File: config.mk
export PLATFORM = sky130hd
export DESIGN_NAME = apb_reg_slave_flat
export DESIGN_NICKNAME = d
export VERILOG_FILES = /design/src/rtl/apb_reg_slave_if.sv /design/src/rtl/apb_reg_slave.sv /design/src/flat_wrapper.sv
export SDC_FILE = /design/constraint.sdc
export NUM_CORES = 1
export LEC_CHECK = 0
export CAP_MARGIN = 20
export CORE_MARGIN = 1.5
export CORE_UTILIZATION = 44
export DETAILED_ROUTE_END_ITERATION = 10
export GPL_TIMING_DRIVEN = 0
export PLACE_DENSITY = 0.87
export SLEW_MARGIN = 20
export SYNTH_ARGS = -nofsm -noshare
export SYNTH_HDL_FRONTEND = slang
export SYNTH_SLANG_ARGS = --single-unit
File: constraint.sdc
create_clock -name clk -period 2.47 [get_ports clk]
set_input_delay 0.3705 -clock clk [delete_from_list [all_inputs] [get_ports clk]]
set_output_delay 0.3705 -clock clk [all_outputs]
set_load 0.05 [all_outputs]
File: src/rtl/apb_reg_slave_if.sv
// apb_reg_slave_if: APB3 bus bundle between the CPU-side requester and apb_reg_slave.
interface apb_reg_slave_if #(
  parameter int ADDR_WIDTH     = 12,
  parameter int APB_DATA_WIDTH = 32
);
  logic                      psel;
  logic                      penable;
  logic                      pwrite;
  logic [ADDR_WIDTH-1:0]     paddr;
  logic [APB_DATA_WIDTH-1:0] pwdata;
  logic [APB_DATA_WIDTH-1:0] prdata;
  logic                      pready;
  logic                      pslverr;

  modport master (
    output psel, penable, pwrite, paddr, pwdata,
    input  prdata, pready, pslverr
  );

  modport slave (
    input  psel, penable, pwrite, paddr, pwdata,
    output prdata, pready, pslverr
  );
endinterface

File: src/rtl/apb_reg_slave.sv
// apb_reg_slave: APB3 front-end turning bus transfers into single-cycle register bank writes and reads.
// Define APB_REG_WAIT_EN to insert WAIT_CYCLES access-phase wait states on every transfer.
module apb_reg_slave #(
  parameter int                    REG_NUM        = 8,
  parameter int                    ADDR_WIDTH     = 12,
  parameter logic [ADDR_WIDTH-1:0] BASE_ADDR      = 12'h000,
  parameter int                    WAIT_CYCLES    = 2,
  parameter int                    APB_DATA_WIDTH = 32
) (
  input  logic                       clk,
  input  logic                       resetn,
  apb_reg_slave_if.slave             apb,
  output logic                       reg_apb_wen,
  output logic [APB_DATA_WIDTH-1:0]  reg_apb_wdata,
  output logic [$clog2(REG_NUM)-1:0] reg_apb_addr,
  input  logic [APB_DATA_WIDTH-1:0]  r0_in,
  input  logic [APB_DATA_WIDTH-1:0]  r1_in,
  input  logic [APB_DATA_WIDTH-1:0]  r2_in,
  input  logic [APB_DATA_WIDTH-1:0]  r3_in,
  input  logic [APB_DATA_WIDTH-1:0]  r4_in,
  input  logic [APB_DATA_WIDTH-1:0]  r5_in,
  input  logic [APB_DATA_WIDTH-1:0]  r6_in,
  input  logic [APB_DATA_WIDTH-1:0]  r7_in
);
  localparam int IDX_W = $clog2(REG_NUM);
  localparam logic [ADDR_WIDTH:0] LIMIT =
    (ADDR_WIDTH+1)'(BASE_ADDR) + (ADDR_WIDTH+1)'(REG_NUM * 4);

  typedef enum logic {IDLE, ACCESS} state_e;

  state_e                    state_q, state_d;
  logic [ADDR_WIDTH-1:0]     paddr_q, paddr_d;
  logic [APB_DATA_WIDTH-1:0] pwdata_q, pwdata_d;
  logic                      pwrite_q, pwrite_d;
  logic [APB_DATA_WIDTH-1:0] prdata_q, prdata_d;
  logic                      pready_q, pready_d;
  logic                      pslverr_q, pslverr_d;
  logic                      reg_apb_wen_q, reg_apb_wen_d;
  logic [APB_DATA_WIDTH-1:0] reg_apb_wdata_q, reg_apb_wdata_d;
  logic [IDX_W-1:0]          reg_apb_addr_q, reg_apb_addr_d;

`ifdef APB_REG_WAIT_EN
  localparam int WAIT_LOAD = WAIT_CYCLES;
  localparam int CNT_W     = (WAIT_CYCLES < 1) ? 1 : $clog2(WAIT_CYCLES + 1);
  logic [CNT_W-1:0] cnt_q, cnt_d;
`else
  // Wait states compiled out: every transfer answers in its first access cycle.
  localparam int WAIT_LOAD = 0 * WAIT_CYCLES;
`endif

  logic [ADDR_WIDTH-1:0]     dec_addr;
  logic                      dec_wr;
  logic                      dec_err;
  logic [IDX_W-1:0]          dec_idx;
  logic [APB_DATA_WIDTH-1:0] bank_arr [8];
  logic [APB_DATA_WIDTH-1:0] rd_val;
  logic                      respond;

  assign bank_arr = '{r0_in, r1_in, r2_in, r3_in, r4_in, r5_in, r6_in, r7_in};

  // In IDLE decode the live bus address; in ACCESS decode the latched one.
  always_comb begin
    dec_addr = (state_q == IDLE) ? apb.paddr  : paddr_q;
    dec_wr   = (state_q == IDLE) ? apb.pwrite : pwrite_q;
    dec_err  = (dec_addr[1:0] != 2'b00) ||
               ({1'b0, dec_addr} < {1'b0, BASE_ADDR}) ||
               ({1'b0, dec_addr} >= LIMIT);
    dec_idx  = IDX_W'((dec_addr - BASE_ADDR) >> 2);
    // The bank commits a pending strobe on the same edge prdata loads, so bypass it.
    if (dec_err)
      rd_val = '0;
    else if (reg_apb_wen_q && (reg_apb_addr_q == dec_idx))
      rd_val = reg_apb_wdata_q;
    else
      rd_val = bank_arr[dec_idx];
  end

  always_comb begin
    state_d         = state_q;
    paddr_d         = paddr_q;
    pwdata_d        = pwdata_q;
    pwrite_d        = pwrite_q;
    prdata_d        = prdata_q;
    pready_d        = pready_q;
    pslverr_d       = pslverr_q;
    reg_apb_wen_d   = 1'b0;
    reg_apb_wdata_d = reg_apb_wdata_q;
    reg_apb_addr_d  = reg_apb_addr_q;
    respond         = 1'b0;
`ifdef APB_REG_WAIT_EN
    cnt_d           = cnt_q;
`endif
    case (state_q)
      IDLE: begin
        if (apb.psel && !apb.penable) begin
          paddr_d  = apb.paddr;
          pwdata_d = apb.pwdata;
          pwrite_d = apb.pwrite;
          state_d  = ACCESS;
          respond  = (WAIT_LOAD == 0);
`ifdef APB_REG_WAIT_EN
          cnt_d    = CNT_W'(WAIT_LOAD);
`endif
        end
      end
      ACCESS: begin
        if (!apb.psel) begin
          state_d   = IDLE;
          pready_d  = 1'b0;
          pslverr_d = 1'b0;
`ifdef APB_REG_WAIT_EN
          cnt_d     = '0;
`endif
        end
`ifdef APB_REG_WAIT_EN
        else if (cnt_q != '0) begin
          cnt_d   = cnt_q - 1'b1;
          respond = (cnt_q == CNT_W'(1));
        end
`endif
        else if (apb.penable && pready_q) begin
          state_d   = IDLE;
          pready_d  = 1'b0;
          pslverr_d = 1'b0;
          if (pwrite_q && !dec_err) begin
            reg_apb_wen_d   = 1'b1;
            reg_apb_wdata_d = pwdata_q;
            reg_apb_addr_d  = dec_idx;
          end
        end
      end
      default: state_d = IDLE;
    endcase
    if (respond) begin
      pready_d  = 1'b1;
      pslverr_d = dec_err;
      if (!dec_wr)
        prdata_d = rd_val;
    end
  end

  always_ff @(posedge clk or negedge resetn) begin
    if (!resetn) begin
      state_q         <= IDLE;
      paddr_q         <= '0;
      pwdata_q        <= '0;
      pwrite_q        <= 1'b0;
      prdata_q        <= '0;
      pready_q        <= 1'b0;
      pslverr_q       <= 1'b0;
      reg_apb_wen_q   <= 1'b0;
      reg_apb_wdata_q <= '0;
      reg_apb_addr_q  <= '0;
`ifdef APB_REG_WAIT_EN
      cnt_q           <= '0;
`endif
    end else begin
      state_q         <= state_d;
      paddr_q         <= paddr_d;
      pwdata_q        <= pwdata_d;
      pwrite_q        <= pwrite_d;
      prdata_q        <= prdata_d;
      pready_q        <= pready_d;
      pslverr_q       <= pslverr_d;
      reg_apb_wen_q   <= reg_apb_wen_d;
      reg_apb_wdata_q <= reg_apb_wdata_d;
      reg_apb_addr_q  <= reg_apb_addr_d;
`ifdef APB_REG_WAIT_EN
      cnt_q           <= cnt_d;
`endif
    end
  end

  assign apb.prdata    = prdata_q;
  assign apb.pready    = pready_q;
  assign apb.pslverr   = pslverr_q;
  assign reg_apb_wen   = reg_apb_wen_q;
  assign reg_apb_wdata = reg_apb_wdata_q;
  assign reg_apb_addr  = reg_apb_addr_q;
endmodule

File: src/flat_wrapper.sv
// flat-port wrapper written by rule: the top's interface ports become plain ports
module apb_reg_slave_flat 
#(
  parameter int                    REG_NUM        = 8,
  parameter int                    ADDR_WIDTH     = 12,
  parameter logic [ADDR_WIDTH-1:0] BASE_ADDR      = 12'h000,
  parameter int                    WAIT_CYCLES    = 2,
  parameter int                    APB_DATA_WIDTH = 32
)
  (clk, resetn, reg_apb_wen, reg_apb_wdata, reg_apb_addr, r0_in, r1_in, r2_in, r3_in, r4_in, r5_in, r6_in, r7_in, apb_psel, apb_penable, apb_pwrite, apb_paddr, apb_pwdata, apb_prdata, apb_pready, apb_pslverr);
  apb_reg_slave_if #(.ADDR_WIDTH(ADDR_WIDTH), .APB_DATA_WIDTH(APB_DATA_WIDTH)) apb_i ();
  input  logic clk;
  input  logic resetn;
  output logic reg_apb_wen;
  output logic [APB_DATA_WIDTH-1:0] reg_apb_wdata;
  output logic [$clog2(REG_NUM)-1:0] reg_apb_addr;
  input  logic [APB_DATA_WIDTH-1:0] r0_in;
  input  logic [APB_DATA_WIDTH-1:0] r1_in;
  input  logic [APB_DATA_WIDTH-1:0] r2_in;
  input  logic [APB_DATA_WIDTH-1:0] r3_in;
  input  logic [APB_DATA_WIDTH-1:0] r4_in;
  input  logic [APB_DATA_WIDTH-1:0] r5_in;
  input  logic [APB_DATA_WIDTH-1:0] r6_in;
  input  logic [APB_DATA_WIDTH-1:0] r7_in;
  input wire logic [$bits(apb_i.psel)-1:0] apb_psel;
  input wire logic [$bits(apb_i.penable)-1:0] apb_penable;
  input wire logic [$bits(apb_i.pwrite)-1:0] apb_pwrite;
  input wire logic [$bits(apb_i.paddr)-1:0] apb_paddr;
  input wire logic [$bits(apb_i.pwdata)-1:0] apb_pwdata;
  output wire logic [$bits(apb_i.prdata)-1:0] apb_prdata;
  output wire logic [$bits(apb_i.pready)-1:0] apb_pready;
  output wire logic [$bits(apb_i.pslverr)-1:0] apb_pslverr;
  assign apb_i.psel = apb_psel;
  assign apb_i.penable = apb_penable;
  assign apb_i.pwrite = apb_pwrite;
  assign apb_i.paddr = apb_paddr;
  assign apb_i.pwdata = apb_pwdata;
  assign apb_prdata = apb_i.prdata;
  assign apb_pready = apb_i.pready;
  assign apb_pslverr = apb_i.pslverr;
  apb_reg_slave #(.REG_NUM(REG_NUM), .ADDR_WIDTH(ADDR_WIDTH), .BASE_ADDR(BASE_ADDR), .WAIT_CYCLES(WAIT_CYCLES), .APB_DATA_WIDTH(APB_DATA_WIDTH)) u_core (.clk(clk), .resetn(resetn), .apb(apb_i), .reg_apb_wen(reg_apb_wen), .reg_apb_wdata(reg_apb_wdata), .reg_apb_addr(reg_apb_addr), .r0_in(r0_in), .r1_in(r1_in), .r2_in(r2_in), .r3_in(r3_in), .r4_in(r4_in), .r5_in(r5_in), .r6_in(r6_in), .r7_in(r7_in));
endmodule
==> results list, run 1 <==
- Internal power comes to between 0.004 and 0.005 W.
- The clock passes through at most 2 buffers.
- Before antenna repair, the detailed router went through 5 iterations.
- Global-route wire length before repair: around 64,000 um
- Path class of the lowest-slack min-delay path: in -> async
* Placed cell area: about 13,000 um2
* Clock tree sinks: between 100 and 150
- Final RePlAce weighted congestion: 0.998
* Final Hold Viols: 0
- The share of total power dissipated in combinational logic is 35.7%.
- Signal arrival time at the worst endpoint: about 2800 ps
* Max Clock Freq: between 0.4 and 0.5 GHz
* Outcome: finished, violations left
- PnR worst setup slack: -0.380 ps
* Min Clock Period, post-route: 2470 ps
- Vias after detailed routing: approximately 11,000
- During synthesis, Yosys emitted a total of 0 warnings.
- In this run the worst path has a maximum fanout of 10.
- Number of nets with antenna violations after routing: 0
* Period utilisation layout: 100%
* FFs w/ async S/R, synth: between 90% and 100%
- In this run the power spent charging and discharging nets is approximately 0.0025 W.
* Pwr Density: between 500 and 600 nW/um2
- During I/O placement, the number of pins put on the boundary was about 380.
* Number of buffers inserted by port buffering: around 370
* Post-Route Hold Slack: ~440 ps
* Fraction of the mapped netlist area in compound gates: ~37%
- Met3 routing resource usage after global routing: 10.4%
- CTS tree: done
* Overall fraction of global-route tracks in use: 40.9%
- Pwr Total: around 0.0073 W
- Die extent in y: 145 um
* Fraction of the mapped netlist area in simple logic gates: about a tenth
- Root Buffer: sky130_fd_sc_hd__clkbuf_16
* Most utilized layer in the global route result: met2
- When the netlist entered floorplanning its net count stood at around 1,300.
- Max-slew headroom at the worst pin: 57.6%
- Skew-Pair Late Insertion Delay: ~420 ps
- Overall die width: 145 um
- Counting the buffers created by CTS gives 17.
* Share of Yosys cell area claimed by the top area cell type: between 30% and 40%
- Of the total synthesized cell area, the portion taken by full adders, half adders and majority gates is less than 1%.
- Global routing met1 resource utilization: 50.3%
- After detailed routing, the average wire length per cell comes to 26.2 um.
- The net count of the finished layout is between 1,500 and 2,000.
* Worst VDD drop: between 500 and 600 uV
- The share of total power dissipated in the clock network is 34.7%.
- Violated checks: setup timing
* Synth Area in XOR/XNOR: less than 1%
* Cell types with the largest area share after synthesis: sky130_fd_sc_hd__dfrtp_1 33%, sky130_fd_sc_hd__mux2_2 9.5%, sky130_fd_sc_hd__a21oi_1 7.3%
- The cell count after synthesis came out at just over 1,000.
* Dominant combinational cell family by area after synthesis: compound AO/OA/AOI/OAI gates
* Most frequent cell after synthesis: sky130_fd_sc_hd__a21oi_1
* Worst-Margin Slew: approximately 630 ps
- Area inside the core boundary: 19,500 um2
- Worst Path Class, Setup: in -> reg
- Synthesis inferred between 100 and 150 register bits.
- Die outline area: around 21,000 um2
* Post-synthesis cell area: between 8000 and 9000 um2
* Register-to-Register Path Depth: 7
* Synth-to-Final Area Change: 54.8%
- Pin count of the biggest net entering global routing: 74
- The endpoint identified for the worst register-to-register timing path is u_core.apb.prdata[5].
- The share of the Yosys chip area taken by registers is 32.9%.
- Flip-flop cell with the highest count after synthesis: sky130_fd_sc_hd__dfrtp_1
- The wire-length estimate of the detail-placed layout is about 33,000 um.
* Mux contribution to synthesized area: approximately 10%
* Via density per instance: between 6 and 7
- Leading cell types by count after synthesis: 129 x sky130_fd_sc_hd__a21oi_1, 116 x sky130_fd_sc_hd__dfrtp_1, 75 x sky130_fd_sc_hd__clkbuf_1
* Worst-path clk slew: about 50 ps
- Number of enable flip-flop cells after synthesis: 0
- The biggest area contributor in the post-synthesis netlist is sky130_fd_sc_hd__dfrtp_1.
- After the flow finishes, the layout carries non-filler instances totaling around 1,700.
- Global routing consumed, on the met2 layer, 67.9% of the routing resources.
- Row generation in the floorplan step produced 51 rows.
* Startpoint types: input pin
- Effective utilization at floorplan: approximately 45%
- At the worst endpoint, the required time is ~2800 ps.
- DRT iter0 DRCs: 973
- For this design the static power due to leakage is 5.45 nW.
* Number of slew-limit violations in the final report: 0
- Number of maximum-capacitance constraint violations: 0
- First element of the critical path: apb_paddr[2]
- Total non-filler cell area in the finished layout: approximately 14,000 um2
* Unique masters post-synth: 42
- The worst register-to-register path begins at u_core.state_q.
- Switching power as a share of total power: approximately a third
* Residual DRC: 0
* Aggregate routed wire length: 44,600 um
* Vias in the first global route: approximately 11,000
* Syn_area_per_cell: between 8 and 9 um2
* H-tree levels: 4
- Sequential share of power: between 20% and 30%
- Setup slack of the worst register-to-register path: approximately 20 ps
- Crit. End Element: register
- Setup violations remaining at the end of the flow were counted as 1.
- Across the routed clock network, the largest skew measured is around 9.6 ps.
- Total global routing overflow: 0
- Placed cells: 1,667
- In the final layout, the share of cells above drive strength 1 is about an eighth.
* Number of antenna violations at the first check in global routing: 4
- Number of filler cells placed in the layout: around 1,500
==> per-layer routing <==
layer | share of wire [%] | vias to the layer above
met5 | 0.045 | -
met4 | 4.3 | 2
met3 | 12 | 138
met2 | 47 | 841
met1 | 37 | 5302
li1 | - | 4784
==> cells in the final DEF (no fill, tap or decap), drive strengths merged, types with 35 or more instances in the layout <==
cell,Yosys,layout
a211oi,65,65
a21oi,129,129
and2,61,61
buf,53,46
clkbuf,75,107
clkdlybuf4s50,0,372
dfrtp,116,116
inv,63,63
mux2,77,77
nand3,35,35
o211ai,63,63
o21ai,65,65
o221ai,60,60
==> layout make-up <==
| cell class | count | area [um2] | area share (%) |
|---|---|---|---|
| sequential | 116 | 2900 | 21.3 |
| clock buffer | 21 | 470 | 3.45 |
| tap | 265 | 332 | 2.43 |
| multi-input combinational | 721 | 5180 | 37.9 |
| clock inverter | 9 | 129 | 0.945 |
| buffer | 128 | 604 | 4.43 |
| timing repair buffer | 377 | 3790 | 27.8 |
| inverter | 63 | 236 | 1.73 |
| antenna | 2 | 5.00 | 0.0367 |
==> power groups by stage <==
stage | logic, W | registers [W] | clock network (W)
final | 0.00261 | 0.00216 | 0.00253
after floorplan | 0.00129 | 0.00217 | 0
after global routing | 0.00274 | 0.00217 | 0.00262
after CTS | 0.00248 | 0.00215 | 0.00253
after detailed placement | 0.00244 | 0.00217 | 0
after global placement | 0.00242 | 0.00215 | 0
==> through the flow <==
stage          setup WS [ps]  TNS [ps]  util, %
2_1_floorplan            460         0        -
3_3_place_gp           -3260   -392530     65.9
3_5_place_dp            -515    -17520     66.1
4_1_cts                -22.0     -22.0     69.3
5_1_grt                -45.8     -60.7     69.9
6_report              -0.380    -0.380     69.9
==> how the worst max path moves through the flow <==
stage / slack [ps] / end
after detailed placement: -520 / u_core.apb.prdata[14]
final: -0.4 / u_core.apb.prdata[14]
after floorplan: 460 / u_core.reg_apb_wdata[24]
after CTS: -20 / u_core.reg_apb_wdata[16]
after global routing: -50 / u_core.apb.prdata[12]
after global placement: -3260 / u_core.apb.prdata[14]
==> critical path, stage by stage <==
cell and delay [ps]:
sky130_fd_sc_hd__clkdlybuf4s50_1 470, sky130_fd_sc_hd__buf_2 240, sky130_fd_sc_hd__clkbuf_4 270, sky130_fd_sc_hd__buf_2 270, sky130_fd_sc_hd__a211oi_1 110, sky130_fd_sc_hd__a21oi_1 280
sky130_fd_sc_hd__o221ai_1 180, sky130_fd_sc_hd__a32oi_1 410, sky130_fd_sc_hd__a221o_1 210
==> sequential cells by signal (all words and copies together) (netlist names) <==
register,flops
u_core.pwdata_q,32
u_core.apb.pslverr,1
u_core.apb.prdata,32
u_core.pwrite_q,1
u_core.reg_apb_addr,3
u_core.paddr_q,12
u_core.reg_apb_wdata,32
u_core.apb.pready,1
u_core.reg_apb_wen,1
u_core.state_q,1
==> timing repair <==
action                                 4_1_cts  5_1_grt
pin swaps                                    1        3
hold buffers                                 1        0
gates resized for setup                      9       49
setup endpoints to repair                   29       89
endpoints found under the hold margin       43        0
buffers inserted                             1        1
==> cell families after synthesis <==
family	after synthesis
AOI/OAI and AO/OA	482
xor gates and xnor gates	3
adders and majority gates	1
buffers and inverters	191
DFF	116
muxes	80
and+or+nand+nor	155
Power figures use the tool's default switching activity.
==> inputs of run 2 (changes only) <==
==> constraint.sdc (replaced) <==
create_clock -name clk -period 2.42 [get_ports clk]
set_input_delay 0.363 -clock clk [delete_from_list [all_inputs] [get_ports clk]]
set_output_delay 0.363 -clock clk [all_outputs]
set_load 0.05 [all_outputs]
==> results list, run 2 (same netlist as run 1, synthesis figures left out) <==
* Total global routing overflow: 0
- Top Ports: about 380
* Worst Path Class, Setup: in -> reg
- DRT iter0 DRCs: approximately 970
- Vias after detailed routing: ~11,000
- The clock network is responsible for 34.5% of the overall power.
- Overall fraction of global-route tracks in use: 41.0%
* Final setup violation count: 0
* Area inside the core boundary: 19,500 um2
* Pwr Total: 0.00746 W
- Cell Rows: between 50 and 60
* Clock tree sinks: 116
* Worst-Margin Slew: between 600 and 700 ps
- The routed design could run at a clock period as short as between 2000 and 2500 ps.
* Wire length per cell: 26.2 um
- Number of maximum-capacitance constraint violations: 0
- Total non-filler cell area in the finished layout: approximately 14,000 um2
- Detailed placement ended at an HPWL of 32,700 um.
- The worst setup path is launched from an input pin.
- Filler-free cell count of the finished design: about 1,700
* Skew-Pair Late Insertion Delay: 420 ps
- The number of antenna violations at the first check in global routing is 3.
- The die is 145 um wide.
- The share of total power dissipated in sequential elements is 29.6%.
- Data on the critical path arrives at its endpoint at roughly 2700 ps.
- Placed cells: roughly 1,700
- Synth-to-Final Area Change: 55.2%
- Number of buffers inserted by port buffering: 373
* Period utilisation layout: about 99%
- Effective utilization at floorplan: a little under half
- Pwr Density: 546 nW/um2
* Aggregate routed wire length: between 40,000 and 50,000 um
- For the worst setup path, the data required time is about 2700 ps.
* Root Buffer: sky130_fd_sc_hd__clkbuf_16
- After detailed routing, the number of remaining DRC violations is 0.
- Clock-pin slew was measured on the worst setup and hold paths at about 50 ps.
- Logic gate share of total power: between 30 and 40%
- Final nets: ~1,700
* Vias in the first global route: 10,800
- Commonest cells after routing, fill and taps aside: 372 x sky130_fd_sc_hd__clkdlybuf4s50_1, 128 x sky130_fd_sc_hd__a21oi_1, 115 x sky130_fd_sc_hd__dfrtp_1
- Switching power as a share of total power: 34.1%
- Between clock sinks in the finished design, the worst skew comes to 9.09 ps.
* Max-slew headroom at the worst pin: ~57%
* Final RePlAce weighted congestion: 0.998
- The placed instances occupy a cell area of 12,900 um2.
- Total net switching power: 0.00255 W
* Global-route wire length before repair: 63,800 um
- Timing would allow up to about 0.42 GHz.
- The number of endpoints with negative hold slack in the final report came to 0.
- Setup slack on the critical path of the routed design comes to 32.7 ps.
- Prior to clock tree synthesis, the placed netlist has a worst setup slack of -558 ps.
- Path class of the lowest-slack min-delay path: in -> async
* Crit. End Element: register
- The run finished with clean final reports.
- Entering global routing, the biggest net connects 74 pins.
- Layout cells sized above 1: a little over an eighth
* Pre-Repair DR Iteration Count: 6
* TritonCTS buffer count: 17
- Most common cell after layout, fill and taps aside: sky130_fd_sc_hd__clkdlybuf4s50_1
- Internal power component: a little under 0.005 W
- For this design the static power due to leakage is ~5.5 nW.
- Worst VDD drop: 578 uV
- In this run the remaining antenna-violating nets after routing total 0.
- H-tree levels: 4
- CTS tree: done
* Die outline area: roughly 21,000 um2
* Via density per instance: between 6 and 7
* Die extent in y: roughly 140 um
- Along the worst path, the maximum fanout reaches 10.
- Clock Tree Buf Depth: 2
- The max-slew violation count came to 0.
[run 2: final cells by class]
type	count	area (um2)
Buffer	128	606
Inverter	63	236
Fill cell	1546	5860
Clock inverter	9	129
Timing Repair Buffer	377	3790
Multi-Input combinational cell	721	5200
Clock buffer	21	470
Tap cell	265	332
Sequential cell	116	2900
Antenna cell	3	7.51
[run 2: worst paths after layout]
check / to / cells after the start / startpoint / slack (ps)
max: u_core.apb.prdata[2] / 8 / apb_paddr[2] / 30
max reg2reg: u_core.apb.prdata[12] / 8 / u_core.state_q / 30
max in group asynchronous: u_core.apb.prdata[15] / 3 / resetn / 1280
min: u_core.apb.prdata[1] / 2 / resetn / 450
min reg2reg: u_core.reg_apb_wdata[26] / 1 / u_core.pwdata_q[26] / 500
min in group clk: u_core.reg_apb_wdata[26] / 1 / u_core.pwdata_q[26] / 500
[run 2: metrics by stage]
| step | hold slack, ps | utilization (%) | setup TNS [ps] |
|---|---|---|---|
| 3_5_place_dp | 314 | 66.1 | -21980 |
| 2_1_floorplan | 67.4 | - | 0 |
| 6_report | 447 | 70.0 | 0 |
| 5_1_grt | 479 | 70.0 | -11.9 |
| 3_3_place_gp | 471 | 65.9 | -401810 |
| 4_1_cts | 454 | 69.5 | 0 |
[run 2: worst max-delay path, stage by stage]
cell                              delay, ps
sky130_fd_sc_hd__clkdlybuf4s50_1        470
sky130_fd_sc_hd__buf_2                  240
sky130_fd_sc_hd__clkbuf_4               270
sky130_fd_sc_hd__clkbuf_1               390
sky130_fd_sc_hd__o21ai_0                160
sky130_fd_sc_hd__o221ai_1               290
sky130_fd_sc_hd__a32oi_2                130
sky130_fd_sc_hd__a221o_1                360
[run 2: metal layers]
metal	global-route usage, %	part of all wire, %
met5	0	0
met4	17.4	4.2
met3	10.4	12
met2	67.8	47
met1	50.6	37
[run 2: power groups by stage]
stage	sequential, W	combinational (W)	clock (W)
4_1_cts	0.00219	0.00254	0.00258
3_3_place_gp	0.00220	0.00247	0
2_1_floorplan	0.00221	0.00132	0
5_1_grt	0.00221	0.00281	0.00267
6_report	0.00221	0.00268	0.00258
3_5_place_dp	0.00221	0.00249	0
[run 2: repair_timing]
action / CTS / global route
gates resized for setup: 16 / 46
setup buffers: 2 / 0
hold endpoints to repair: 43 / 0
setup endpoints to repair: 40 / 93
hold buffers: 1 / 0
pin swaps: 2 / 3
